==> config.mk <==
export PLATFORM = sky130hd
export DESIGN_NAME = serial_led_driver
export DESIGN_NICKNAME = d
export VERILOG_FILES = /design/src/rtl/led_drv_pkg.sv /design/src/rtl/clk_phase_div.sv /design/src/rtl/serial_led_driver.sv
export SDC_FILE = /design/constraint.sdc
export NUM_CORES = 1
export LEC_CHECK = 0
export CORE_ASPECT_RATIO = 1.1
export CORE_MARGIN = 2
export CORE_UTILIZATION = 57
export DETAILED_ROUTE_END_ITERATION = 12
export PLACE_DENSITY = 0.81
export SYNTH_ARGS = -nofsm -noshare
export SYNTH_HDL_FRONTEND = slang
export SYNTH_SLANG_ARGS = --single-unit
==> constraint.sdc <==
create_clock -name clk -period 4.25 [get_ports clk]
set_clock_uncertainty 0.15 [all_clocks]
set_input_delay 0.6375 -clock clk [delete_from_list [all_inputs] [get_ports clk]]
set_output_delay 0.6375 -clock clk [all_outputs]
set_load 0.05 [all_outputs]
==> src/rtl/led_drv_pkg.sv <==
// Shared constants for the serial LED driver: default parameters and FSM encoding.
package led_drv_pkg;

   localparam int DEF_DATA_BITS = 16;
   localparam int DEF_CLK_DIV   = 2;
   localparam int DEF_DIR       = 0;
   localparam int DEF_INVERT    = 0;

   localparam logic [1:0] ST_IDLE  = 2'd0;
   localparam logic [1:0] ST_CLEAR = 2'd1;
   localparam logic [1:0] ST_SHIFT = 2'd2;
   localparam logic [1:0] ST_LATCH = 2'd3;

endpackage

==> src/rtl/clk_phase_div.sv <==
// sclk phase divider: o_tick marks the last clk cycle of each CLK_DIV-cycle phase,
// o_tick_nxt predicts it one cycle ahead so the top can register its outputs.
module clk_phase_div #(
   parameter int CLK_DIV = 2
) (
   input  logic clk,
   input  logic rstn,
   input  logic i_clr,
   output logic o_tick,
   output logic o_tick_nxt
);

   localparam int              CW   = $clog2(CLK_DIV + 1);
   localparam logic [CW-1:0]   LAST = CW'(CLK_DIV - 1);

   logic [CW-1:0] r_cnt;
   logic [CW-1:0] w_cnt_nxt;

   always_comb begin
      w_cnt_nxt = r_cnt + CW'(1);
      if (i_clr || (r_cnt == LAST)) w_cnt_nxt = '0;
   end

   assign o_tick     = (r_cnt == LAST);
   assign o_tick_nxt = (w_cnt_nxt == LAST);

   always_ff @(posedge clk or negedge rstn) begin
      if (!rstn) r_cnt <= '0;
      else       r_cnt <= w_cnt_nxt;
   end

endmodule

==> src/rtl/serial_led_driver.sv <==
// Serial LED shift-register driver: CLEAR, DATA_BITS sclk-framed bits, LATCH pulse.
// Every output is a flop fed from the next-state decode, so nothing glitches.
module serial_led_driver
   import led_drv_pkg::*;
#(
   parameter int DATA_BITS = DEF_DATA_BITS,
   parameter int CLK_DIV   = DEF_CLK_DIV,
   parameter int DIR       = DEF_DIR,
   parameter int INVERT    = DEF_INVERT
) (
   input  logic                 clk,
   input  logic                 rstn,
   input  logic                 start,
   input  logic [DATA_BITS-1:0] pdata,
   output logic                 sclk,
   output logic                 sout,
   output logic                 sclrn,
   output logic                 en,
   output logic                 busy,
   output logic                 done
);

   localparam int            BW       = $clog2(DATA_BITS + 1);
   localparam logic [BW-1:0] LAST_BIT = BW'(DATA_BITS - 1);
   localparam logic          INV      = (INVERT != 0);

   logic                 r_start_q, r_pend, r_phase;
   logic [1:0]           r_state;
   logic [DATA_BITS-1:0] r_shreg;
   logic [BW-1:0]        r_bitcnt;
   logic                 r_sclk, r_sout, r_sclrn, r_en, r_busy, r_done;

   logic                 w_edge, w_tick, w_tick_nxt, w_done_cyc, w_launch, w_bit_nxt;
   logic                 w_pend_nxt, w_phase_nxt;
   logic [1:0]           w_state_nxt;
   logic [DATA_BITS-1:0] w_shreg_nxt;
   logic [BW-1:0]        w_bitcnt_nxt;

   assign w_edge     = start & ~r_start_q;
   assign w_done_cyc = (r_state == ST_LATCH) && w_tick;
   // An edge landing on the done cycle relaunches just like a pending one.
   assign w_launch   = ((r_state == ST_IDLE) && w_edge) || (w_done_cyc && (r_pend || w_edge));

   clk_phase_div #(.CLK_DIV(CLK_DIV)) u_div (
      .clk        (clk),
      .rstn       (rstn),
      .i_clr      (w_launch),
      .o_tick     (w_tick),
      .o_tick_nxt (w_tick_nxt)
   );

   always_comb begin
      w_state_nxt  = r_state;
      w_shreg_nxt  = r_shreg;
      w_phase_nxt  = r_phase;
      w_bitcnt_nxt = r_bitcnt;
      w_pend_nxt   = r_pend;
      if (w_edge && (r_state != ST_IDLE)) w_pend_nxt = 1'b1;
      case (r_state)
         ST_CLEAR: if (w_tick) begin
            w_state_nxt  = ST_SHIFT;
            w_phase_nxt  = 1'b0;
            w_bitcnt_nxt = '0;
         end
         ST_SHIFT: if (w_tick) begin
            if (!r_phase) begin
               w_phase_nxt = 1'b1;
            end else begin
               w_phase_nxt = 1'b0;
               w_shreg_nxt = (DIR != 0) ? (r_shreg >> 1) : (r_shreg << 1);
               if (r_bitcnt == LAST_BIT) w_state_nxt  = ST_LATCH;
               else                      w_bitcnt_nxt = r_bitcnt + BW'(1);
            end
         end
         ST_LATCH: if (w_tick) w_state_nxt = ST_IDLE;
         default: ;
      endcase
      if (w_launch) begin
         w_state_nxt = ST_CLEAR;
         w_shreg_nxt = pdata;
         w_pend_nxt  = 1'b0;
      end
   end

   assign w_bit_nxt = (DIR != 0) ? w_shreg_nxt[0] : w_shreg_nxt[DATA_BITS-1];

   always_ff @(posedge clk or negedge rstn) begin
      if (!rstn) begin
         r_start_q <= 1'b1;
         r_state   <= ST_IDLE;
         r_shreg   <= '0;
         r_phase   <= 1'b0;
         r_bitcnt  <= '0;
         r_pend    <= 1'b0;
         r_sclk    <= 1'b0;
         r_sout    <= INV;
         r_sclrn   <= 1'b1;
         r_en      <= 1'b0;
         r_busy    <= 1'b0;
         r_done    <= 1'b0;
      end else begin
         r_start_q <= start;
         r_state   <= w_state_nxt;
         r_shreg   <= w_shreg_nxt;
         r_phase   <= w_phase_nxt;
         r_bitcnt  <= w_bitcnt_nxt;
         r_pend    <= w_pend_nxt;
         r_sclk    <= (w_state_nxt == ST_SHIFT) && w_phase_nxt;
         r_sout    <= INV ^ ((w_state_nxt == ST_SHIFT) && w_bit_nxt);
         r_sclrn   <= (w_state_nxt != ST_CLEAR);
         r_en      <= (w_state_nxt == ST_LATCH);
         r_busy    <= (w_state_nxt != ST_IDLE);
         r_done    <= (w_state_nxt == ST_LATCH) && w_tick_nxt;
      end
   end

   assign sclk  = r_sclk;
   assign sout  = r_sout;
   assign sclrn = r_sclrn;
   assign en    = r_en;
   assign busy  = r_busy;
   assign done  = r_done;

endmodule
# After elaboration in Yosys (flattened, before gate mapping)
# Index checks and enable logic that the tools add are counted.
dict set report op_classes {
  n_addsub 2
  eq_ne 13
  muxes 23
  bitwise 2
  n_reduce_logical 20
}
# operator count
set ops {}
lappend ops {{$mux 16} 4}
lappend ops {{$mux 5} 4}
lappend ops {{$mux 2} 7}
lappend ops {{$reduce_bool 2->1} 7}
lappend ops {{$pmux 5 s2} 1}
lappend ops {{$eq 2x2->1 const B} 4}
lappend ops {{$ne 2x2->1 const B} 4}
lappend ops {{$logic_and 1x1->1} 7}
lappend ops {{$eq 2x1->1 const B} 3}
lappend ops {{$pmux 2 s3} 1}
lappend ops {{$add 5x1->5 const B} 1}
lappend ops {{$eq 5x4->1 const B} 1}
lappend ops {{$mux 1} 5}
lappend ops {{$reduce_and 5->1} 1}
lappend ops {{$logic_or 1x1->1} 3}
lappend ops {{$reduce_and 3->1} 1}
lappend ops {{$add 2x1->2 const B} 1}
lappend ops {{$logic_not 2->1} 1}
lappend ops {{$ne 2x1->1 const B} 1}
lappend ops {{$pmux 1 s2} 1}
lappend ops {{$and 1x1->1} 1}
lappend ops {{$not 1->1} 1}
dict set report totals {
  regBits 34
  input_bits 19
  output_inout_bits 6
  elab_cells 74
}

# Logic depth before layout (Yosys ltp)
dict set report depth {
  ltp_word 9
  ltp_mapped 9
  mapped_depth_nobuf 8
}

# By module
# From an unflattened synthesis, not the netlist that was laid out.
dict set report hier_totals {
  hier_cells 141
  area_unflattened_um2 1621.6
}
# module n_inst cells_each area_per_inst_um2 seq_area_each_um2
set by_module_without_submodules {}
lappend by_module_without_submodules {serial_led_driver 1 134 1530.2 803.3}
lappend by_module_without_submodules {clk_phase_div 1 7 91.3 50.0}

# Worst setup path after synthesis
# Ideal clock, no wire load.
dict set report synth_path {
  path_kind {register to register}
  startpoint {register r_state[0]}
  endpoint {register r_shreg[10]}
  setup_time_ps 126
  arrival_time_ps 1650
  required_time_ps 3974
  path_slack_ps 2324
  stages_incl_launch_ff 8
  n_path_buf 2
  synth_period_minus_slack_ps 1926
  path_cell_list {dfrtp_1 -> inv_1 -> ha_1 -> buf_2 -> and3_4 -> nor2b_2 -> buf_2 -> a221o_1}
}
dict set report synth_via {
  elab_chain_len 6
  word_cells_on_any_way 12
  classes_between {2 x eq/ne; 1 x mux; 9 x reduce/logical}
}
# element line
set synth_lines {}
lappend synth_lines {{from (decl)} serial_led_driver.sv:28} ;# logic [1:0] r_state;
lappend synth_lines {{from (signal assigned)} serial_led_driver.sv:103} ;# r_state <= w_state_nxt;
lappend synth_lines {{$eq 2x2->1} serial_led_driver.sv:40} ;# assign w_done_cyc = (r_state == ST_LATCH) && w_tick;
lappend synth_lines {{$logic_and 1x1->1} serial_led_driver.sv:40}
lappend synth_lines {{$logic_and 1x1->1} serial_led_driver.sv:42} ;# assign w_launch = ((r_state == ST_IDLE) && w_edge) || (w_done_cyc && (r_pend || w_edge));
lappend synth_lines {{$logic_or 1x1->1} serial_led_driver.sv:42}
lappend synth_lines {{$reduce_bool 2->1 (no source line)} n/a}
lappend synth_lines {{$reduce_and 3->1 (no source line)} n/a}
lappend synth_lines {{to (signal assigned)} serial_led_driver.sv:104} ;# r_shreg <= w_shreg_nxt;
lappend synth_lines {{to (decl)} serial_led_driver.sv:29} ;# logic [DATA_BITS-1:0] r_shreg;
# Several ways; a longest one is shown, not always the timed one.
# A chain may end at the register's enable or synchronous reset.

# Worst setup path in the final report
dict set report layout_path {
  startpoint {register r_sclrn (netlist: sclrn)}
  endpoint {output port sclrn}
}
# element line
set layout_lines {}
lappend layout_lines {{from (decl)} serial_led_driver.sv:31} ;# logic r_sclk, r_sout, r_sclrn, r_en, r_busy, r_done;
lappend layout_lines {{from (signal assigned)} serial_led_driver.sv:110} ;# r_sclrn <= (w_state_nxt != ST_CLEAR);
lappend layout_lines {{to (decl)} serial_led_driver.sv:17} ;# output logic sclrn,
# No word-level cell between the ends.

==> flow_summary.json <==
{
  "crit_path_cell_trace": "clkdlybuf4s50_1",
  "placement_rows": 20,
  "postCtsResizedCells": 0,
  "numCtsBuffers": 5,
  "rsz0062_at_grt": "no",
  "setup_viol_count_final": 0,
  "die_area_um2": 3380,
  "worst-r2r-setup-slack_ns": 2.04,
  "maximum_number_of_pins_on_one_net_before_global_route_repair": 35,
  "io_buffer_count": 24,
  "syn-instance-count": 146,
  "yosys_most_used_dff": "sky130_fd_sc_hd__dfrtp_1",
  "syn_to_final_growth_pct": 18.6,
  "post_synth_most_frequent_cells": "32 x sky130_fd_sc_hd__dfrtp_1, 14 x sky130_fd_sc_hd__a221o_1, 14 x sky130_fd_sc_hd__and2_1",
  "gpl.final_weighted_congestion": 0.760,
  "htreeDepth": 2,
  "antenna-diode-count": 0,
  "via_count_of_the_first_global_routing_pass": 1114,
  "internal-power_mw": 0.426,
  "ios": 25,
  "outcome": "finished clean",
  "core_region_area_um2": 2780,
  "drt.antenna.violating_nets": 0,
  "dpl.hpwl_um": 2140,
  "fraction_of_final_layout_cells_sized_beyond_drive_strength_1_pct": 11.5,
  "drt_first_iter_violations": 22,
  "route.final.wire_length_um": 2990,
  "post-synth-top-count-cell": "sky130_fd_sc_hd__dfrtp_1",
  "route.detailed.wl_per_inst_um": 14.5,
  "setup.worst_path.class": "flop to output pin",
  "crit_path_end_kind": "output pin",
  "path_delay_family": "buffers and inverters",
  "max_cap_violations": 0,
  "final.min_clock_period_ns": 2.45,
  "worst_skew_pair.late_latency_ns": 0.33,
  "worst_ep_required_time_ns": 3.46,
  "p_seq_share_pct": 60.7,
  "hold_class": "flop to flop",
  "synth_seq_cells": 34,
  "sequential_fraction_of_the_synthesis_area_pct": 51.0,
  "power_per_cell_area_nw_per_um2": 274,
  "netlist.area_leader.share_pct": 47.9,
  "netlist-cell-type-count": 42,
  "synth.top_cells.by_area": "sky130_fd_sc_hd__dfrtp_1 48%, sky130_fd_sc_hd__a221o_1 8.4%, sky130_fd_sc_hd__ha_1 6.0%",
  "timing.slew.headroom_pct": 62.5,
  "vdd_ir_drop_max_mv": 0.270,
  "cts_setup_buffers": 0,
  "layout.nets": 200,
  "power_switching_mw": 0.118,
  "slew_viol_final": 0,
  "vias": 1179,
  "critPathMaxFanout": 1,
  "ys_warn_count": 0,
  "count_of_flip_flops_with_a_built_in_enable_after_synthesis": 0,
  "grtUsageTotal_pct": 20.0,
  "antenna_violations_before_repair": 0,
  "tritoncts": "done",
  "clock_path_buffers": 2,
  "setup_tns_ns": 0,
  "final-hold-violation-count": 0,
  "critical_path.slowest_cell": "sky130_fd_sc_hd__clkdlybuf4s50_1",
  "crit_path_start_kind": "flop",
  "synthesis.area_per_instance_um2": 11.4,
  "die_w_um": 55.6,
  "cp.buffers_inverters": 1,
  "post_cts_hold_buffer_count": 0,
  "cts_sinks": 34,
  "arrival_ns": 1.66,
  "final_core_util_pct": 71.4,
  "total_leakage_power_nw": 0.912,
  "max_slew.worst_pin.slew_ns": 0.559,
  "mappedNetlistNets": 173,
  "finalCritPeriodShare_pct": 57.6,
  "path_clk_slew_ns": 0.10,
  "power.clock.fraction_pct": 33.7,
  "chipHeight_um": 60.8,
  "maxClockFrequency_ghz": 0.409,
  "post_synth_instance_area_um2": 1670,
  "grt_remaining_overflow": 0,
  "drc": 0,
  "number_of_fill_cells": 207,
  "average_via_count_per_standard_cell": 5.70,
  "ys_async_sr_fraction_pct": 100,
  "comb_power_share_pct": 5.6,
  "initial_standard_cell_utilization_of_the_core_pct": 60.2,
  "cp_max_stage_delay_ns": 0.79,
  "grt_pass1_wl_um": 5000,
  "switching_share_pct": 21.6,
  "library_cell_used_as_clock_root_buffer": "sky130_fd_sc_hd__clkbuf_4",
  "synth.largest_area_cell": "sky130_fd_sc_hd__dfrtp_1",
  "detail_route.first_pass.iterations": 4
}
==> logic make-up after synthesis <==
family	share of synthesized area, %
simple gates	19.8
compound gates	17.1
flops	51.0
buf+inv	4.49
fa+ha+maj	5.99
xor+xnor	1.05
mux	0.599
==> sequential cells by signal, indices dropped and copies added, names as in the netlist, 2 cells and up <==
signal / flops
r_shreg: 16
r_bitcnt: 5
r_state: 2
u_div.r_cnt: 2
==> per-stage QoR <==
stage               power, mW  hold WS [ns]  cells  area, um2  setup slack (ns)
finish                  0.544         0.321    207       1980              1.80
global placement        0.367         0.278    199       1920              1.94
detailed placement      0.368         0.301    199       1920              1.89
floorplan               0.342         0.192    146       1670              2.32
global route            0.570         0.333    207       1980              1.75
CTS                     0.553         0.317    207       1980              1.78
==> cell type report <==
cell class	instances	area, um2	area share [%]
inverter	8	30.0	1.51
multi-input combinational	98	743	37.5
tap	33	41.3	2.08
timing repair buffer	26	255	12.9
clock inverter	1	5.00	0.252
sequential	34	853	43.0
clock buffer	7	55.1	2.78
==> power by group through the flow <==
stage          Sequential [mW]  Combinational [mW]  Clock [mW]
2_1_floorplan            0.338             0.00441           0
3_3_place_gp             0.337              0.0304           0
3_5_place_dp             0.337              0.0310           0
4_1_cts                  0.330              0.0311       0.191
5_1_grt                  0.331              0.0337       0.205
6_report                 0.330              0.0303       0.184
==> metal layers <==
metal  vias up  share of wire [%]  global-route usage (%)
met5         -                  0                       0
met4         0                1.8                    8.36
li1        577                  -                       -
met1       573                 47                    25.4
met2        24                 47                    31.5
met3         5                4.7                    7.25
==> cell usage in the layout, fill, tap and decap left out, types with 2 or more instances in the layout <==
cell type,synthesis,routed
sky130_fd_sc_hd__dfrtp_1,32,32
sky130_fd_sc_hd__clkdlybuf4s50_1,0,24
sky130_fd_sc_hd__and2_1,14,14
sky130_fd_sc_hd__a221o_1,14,14
sky130_fd_sc_hd__nor2_1,9,9
sky130_fd_sc_hd__a21oi_1,9,9
sky130_fd_sc_hd__inv_1,8,8
sky130_fd_sc_hd__ha_1,8,8
sky130_fd_sc_hd__nand3_1,6,6
sky130_fd_sc_hd__clkbuf_4,0,5
sky130_fd_sc_hd__o21ai_0,4,4
sky130_fd_sc_hd__nand2_1,3,3
sky130_fd_sc_hd__and3_4,2,2
sky130_fd_sc_hd__nand2b_1,2,2
sky130_fd_sc_hd__nand3b_1,2,2
sky130_fd_sc_hd__buf_4,1,2
sky130_fd_sc_hd__dfstp_2,2,2
==> worst paths after layout <==
| check | from | end | depth (start not counted) |
|---|---|---|---|
| setup reg to reg | r_state[0]$_DFF_PN0_ | r_shreg[7]$_DFFE_PN0P_ | 5 |
| max in group asynchronous | rstn | sclrn$_DFF_PN1_ | 2 |
| min in group asynchronous | rstn | r_bitcnt[2]$_DFFE_PN0P_ | 2 |
| hold / removal | u_div.r_cnt[0]$_DFF_PN0_ | u_div.r_cnt[0]$_DFF_PN0_ | 1 |
| setup / recovery | sclrn$_DFF_PN1_ | sclrn | 1 |
| hold reg to reg | u_div.r_cnt[0]$_DFF_PN0_ | u_div.r_cnt[0]$_DFF_PN0_ | 1 |
(Power assumes the default switching activity.)
